**config.mk**
```make
export PLATFORM = sky130hd
export DESIGN_NAME = pkt_rx_sat_cnt
export DESIGN_NICKNAME = d
export VERILOG_FILES = /design/src/rtl/pkt_rx_sat_cnt.sv
export SDC_FILE = /design/constraint.sdc
export NUM_CORES = 1
export LEC_CHECK = 0
export BUFFER_PORTS_ARGS = -buffer_cell sky130_fd_sc_hd__buf_2
export CORE_AREA = 3 3 40 42
export DETAILED_ROUTE_END_ITERATION = 8
export DIE_AREA = 0 0 43 45
export PLACE_DENSITY = 0.57
export SLEW_MARGIN = 5
export SYNTH_ARGS = -nofsm -noshare
export SYNTH_HDL_FRONTEND = slang
export SYNTH_SLANG_ARGS = --single-unit
export TNS_END_PERCENT = 100
```
**constraint.sdc**
```tcl
create_clock -name clk -period 1.7 [get_ports clk]
set_input_delay 0.085 -clock clk [delete_from_list [all_inputs] [get_ports clk]]
set_output_delay 0.085 -clock clk [all_outputs]
set_load 0.02 [all_outputs]
```
**src/rtl/pkt_rx_sat_cnt.sv**
```systemverilog
// pkt_rx_sat_cnt: saturating up-counter.
//   clk, rst : clock, asynchronous active-high reset (q -> 0)
//   clr      : restart from zero this cycle
//   inc      : amount to add; with clr set the counter loads inc
//   q        : count value, sticks at all-ones instead of wrapping
module pkt_rx_sat_cnt #(
  parameter int W     = 8,
  parameter int INC_W = 1
) (
  input  logic             clk,
  input  logic             rst,
  input  logic             clr,
  input  logic [INC_W-1:0] inc,
  output logic [W-1:0]     q
);

  // One guard bit above the count catches the carry that means "saturate".
  logic [W:0] base;
  logic [W:0] sum;

  always_comb begin
    base = clr ? '0 : {1'b0, q};
    sum  = base + (W+1)'(inc);
  end

  always_ff @(posedge clk or posedge rst) begin
    if (rst) begin
      q <= '0;
    end else begin
      q <= sum[W] ? '1 : sum[W-1:0];
    end
  end

endmodule

```
**Yosys cells after proc, flatten, opt, wreduce, memory -nomap -nowiden**

Cells that the tools add are included.
Widths: inputs -> output; s select.

- Flip-flop bits (word level): 8
- Bits in latches: 0
- Memory bits (writable): 0
- Bits in read-only memories: 0
- Output and inout port bits: 8
- Word-level logic and storage cells: 4
- Memories: 0

- Add/subtract/negate cells: 1
- Multiply operators: 0
- Div/mod/pow operators: 0
- Order comparisons: 0
- Equal/unequal tests: 0
- Shift operators: 0
- Multiplexer cells: 2
- Bitwise logic cells: 0
- Reductions and logical operators: 0

Operators by type and width:

| operator | number |
|---|---|
| $mux 8 | 2 |
| $add 8x1->9 | 1 |

**Longest topological paths before layout**

- Depth after elaboration: 3
- Depth in mapped cells: 6
- Gate-level depth less buffers: 5

**Least setup slack after synthesis**

No wires, ideal clock.

- Kind: register -> register
- Start point: register q[0]
- End point: register q[6]
- Library setup time: 0.087 ns
- Arrival: 1.470 ns
- Path slack: 0.144 ns
- Stages on the path, launching flop included: 7
- Path buffers: 1
- Clock period less this slack: 1.556 ns
- Cell sequence: dfrtp_1 -> nor2b_1 -> ha_1 -> and4_1 -> buf_6 -> and3_4 -> a211oi_2

- Longest elaborated chain between the ends: 3

RTL lines:

| element | line | text |
|---|---|---|
| from (decl) | 14 | `output logic [W-1:0] q` |
| from (signal assigned) | 30 | `q <= sum[W] ? '1 : sum[W-1:0];` |
| $mux 8 | 22 | `base = clr ? '0 : {1'b0, q};` |
| $add 8x1->9 | 23 | `sum = base + (W+1)'(inc);` |
| $mux 8 | 30 |  |

No other way between the ends.

**Worst setup path after layout**

- Start point: register q[0]
- End point: register q[5]

Same word-level chain as after synthesis.

==> impl_metrics.tcl <==
set metrics [dict create \
    max_stage_delay_ns 0.35 \
    cts.clk_slew.worst_paths_ns 0.06 \
    totalNegativeSetupSlack_ns 0 \
    core_area_sq_mm 0.00128 \
    whs_path_depth 2 \
    grt_pass1_vias 375 \
    die_height_microns 45 \
    synth_seq_cells 8 \
    cp.depth 5 \
    post_cts_resized 0 \
    gp_congestion 0.719 \
    yosysUniqueCellTypes 22 \
    synth_simple_gate_area_frac 0.197 \
    grt_max_degree 10 \
    whs_endpoint "q[6]$_DFF_PP0_" \
    synthesis.nets 49 \
    skew_ns 0.00608 \
    start_util 0.346 \
    status "finished clean" \
    crit_type "flip-flop to flip-flop" \
    synth_area_sq_um 444 \
    cap_viol_max_count 0 \
    layout_setup_ws_ns 0.188 \
    drt_first_iter_violations 7 \
    wl_microns 966 \
    slew_headroom 0.782 \
    grt_overflow 0 \
    r2r_setup_slack_ns 0.19 \
    antennaDiodeCount 0 \
    place_ws_ns 0.196 \
    cp_top_family "simple AND/OR/NAND/NOR gates" \
    die_area_sq_mm 0.00194 \
    cts_tree "built" \
    grt_antenna_before_repair 0 \
    synth.yosys.warnings 0 \
    power.leakage_nw 0.256 \
    hp-class "input port to flip-flop" \
    drc 0 \
    synth_top_family_by_area "compound AO/OA/AOI/OAI gates" \
    synth-xor-area-share 0 \
    slowest_stage "and4_1" \
    seq_area_frac_synth 0.451 \
    avgRoutedWirePerCell_microns 13.4 \
    largest_register_ffs 8 \
    ant_nets 0 \
    largest_registers "q: 8 flops" \
    vdd_drop_max_mv 0.461 \
    firstDrtPassIters 4 \
    tightest_slew_ns 0.326 \
    clock-sinks 8 \
    fmax_ghz 0.661 \
    period_minus_slack_ns 1.51 \
    viasPerCell 5.36 \
    postPlaceCellArea_sq_um 507 \
    regMostFlops "q" \
    drive_gt1_frac 0.298 \
    worstPathRequired_ns 1.84 \
    cts_root_buf "clkbuf_4" \
    final_hold_viol_count 0 \
    rsz0062_at_grt "false" \
    path_buf_inv 0 \
    insertion_delay_ns 0.26 \
    synth_compound_area_frac 0.254 \
    final_nets 65 \
    p_per_area_mw_per_mm2 757 \
    htreeDepth 1 \
    grt_first_pass_wirelength_mm 1.72 \
    maxSlewViolCount 0 \
    fin_crit_sh 0.890 \
    timing.hold.ws_ns 0.0807 \
    num-fill-cells 136 \
    syn_area_per_cell_sq_um 10.3 \
    arrival_ns 1.65 \
    syn_inst 43 \
    rows 13 \
    port_buffers 11 \
    timing.hold.worst.start "clr" \
    reg2reg_from "q[0]$_DFF_PP0_" \
    numCtsBuffers 3 \
    dr_total_vias 386 \
    yosys.area_share.adder 0.0563 \
    critPathLaunchType "flip-flop" \
    io_pins 12 \
    area_growth_pct 21.4 \
    r2r_end "q[5]$_DFF_PP0_" \
    fin_area_sq_um 539 \
    crit_chain "nor2b_1 > ha_1 > and4_1 > and3_4 > a211oi_2" \
    finalSetupViolCount 0 \
    endpoint_kind "flip-flop" \
    grt_usage 0.129 \
    hpwlAfterDp_microns 704 \
    die_width_microns 43 \
    p_total_uw 408 \
    synthMuxAreaShare 0 \
    critPathMaxFanout 7 \
    reg2reg_depth 5 \
    clockBufferDepth 2 \
]
area by class of cell:
| cell class | instances | area, sq um | area share |
|---|---|---|---|
| Clock buffer | 3 | 22.5 | 0.0418 |
| Inverter | 2 | 7.51 | 0.0139 |
| Multi-Input combinational cell | 32 | 225 | 0.418 |
| Sequential cell | 8 | 200 | 0.371 |
| Tap cell | 15 | 18.8 | 0.0348 |
| Timing Repair Buffer | 12 | 65.1 | 0.121 |
metrics by stage:
step,instances,util
floorplan,43,-
global placement,68,0.394
detailed placement,68,0.394
CTS,72,0.420
global route,72,0.420
finish,72,0.420
repair_timing:
item | CTS | global route
hold buffers | 1 | 0
endpoints found under the hold margin | 8 | 0
buffers inserted | 0 | 0
worst reg2reg max path, stage by stage (launching register included):
cell	delay, ns
dfrtp_1	0.33
nor2b_1	0.17
ha_1	0.25
and4_1	0.35
and3_4	0.24
a211oi_2	0.06
layout by cell type, fill, tap and decap left out, drive strengths merged, types with 2 or more instances in the layout:
| cell type | n |
|---|---|
| a211oi | 2 |
| a21oi | 2 |
| a31oi | 4 |
| and3 | 2 |
| buf | 11 |
| clkbuf | 3 |
| dfrtp | 8 |
| ha | 2 |
| inv | 2 |
| nand3 | 4 |
| nor2b | 3 |
| o21ai | 4 |
worst max-delay path by stage:
stage	to	from	slack (ns)
2_1_floorplan	q[6]$_DFF_PP0_	q[0]$_DFF_PP0_	0.14
3_3_place_gp	q[5]$_DFF_PP0_	q[0]$_DFF_PP0_	0.22
3_5_place_dp	q[5]$_DFF_PP0_	q[0]$_DFF_PP0_	0.20
4_1_cts	q[5]$_DFF_PP0_	q[0]$_DFF_PP0_	0.18
5_1_grt	q[6]$_DFF_PP0_	q[0]$_DFF_PP0_	0.08
6_report	q[5]$_DFF_PP0_	q[0]$_DFF_PP0_	0.19
per-layer routing:
metal | wire length [microns] | GRT usage | vias to the layer above
li1 | - | - | 196
met1 | 477 | 0.144 | 178
met2 | 432 | 0.204 | 8
met3 | 39 | 0.0717 | 4
met4 | 16 | 0.0542 | 0
met5 | 0 | 0 | -
power by group:
part	total, mW	internal [mW]	switching, mW
sequential	0.205	0.197	0.00788
clock	0.155	0.0814	0.0736
combinational	0.0483	0.0190	0.0293
total	0.408	0.298	0.111
kinds of logic after synthesis:
group	after synthesis
buf+inv	3
compound gates	16
simple gates	14
flops	8
fa+ha+maj	2
synth_stat cells:
| master | number | share of area |
|---|---|---|
| o21ai_1 | 2 | 0.023 |
| a31oi_1 | 4 | 0.056 |
| o21ai_0 | 2 | 0.023 |
| and3_4 | 1 | 0.025 |
| and4_1 | 1 | 0.020 |
| nor2b_1 | 3 | 0.042 |
| nand2_1 | 1 | 0.0084 |
| buf_6 | 1 | 0.025 |
| inv_1 | 2 | 0.017 |
| a211oi_2 | 2 | 0.056 |
| and3_1 | 1 | 0.014 |
| a31o_1 | 1 | 0.020 |
| nand4_1 | 1 | 0.014 |
| nor3_1 | 1 | 0.011 |
| o41ai_1 | 1 | 0.020 |
| a21oi_1 | 2 | 0.023 |
| and2b_1 | 1 | 0.017 |
| a41oi_1 | 1 | 0.020 |
| dfrtp_1 | 8 | 0.45 |
| o22ai_1 | 1 | 0.014 |
| ha_1 | 2 | 0.056 |
| nand3_1 | 4 | 0.045 |
Note: power is estimated with default switching activity, not from simulation.
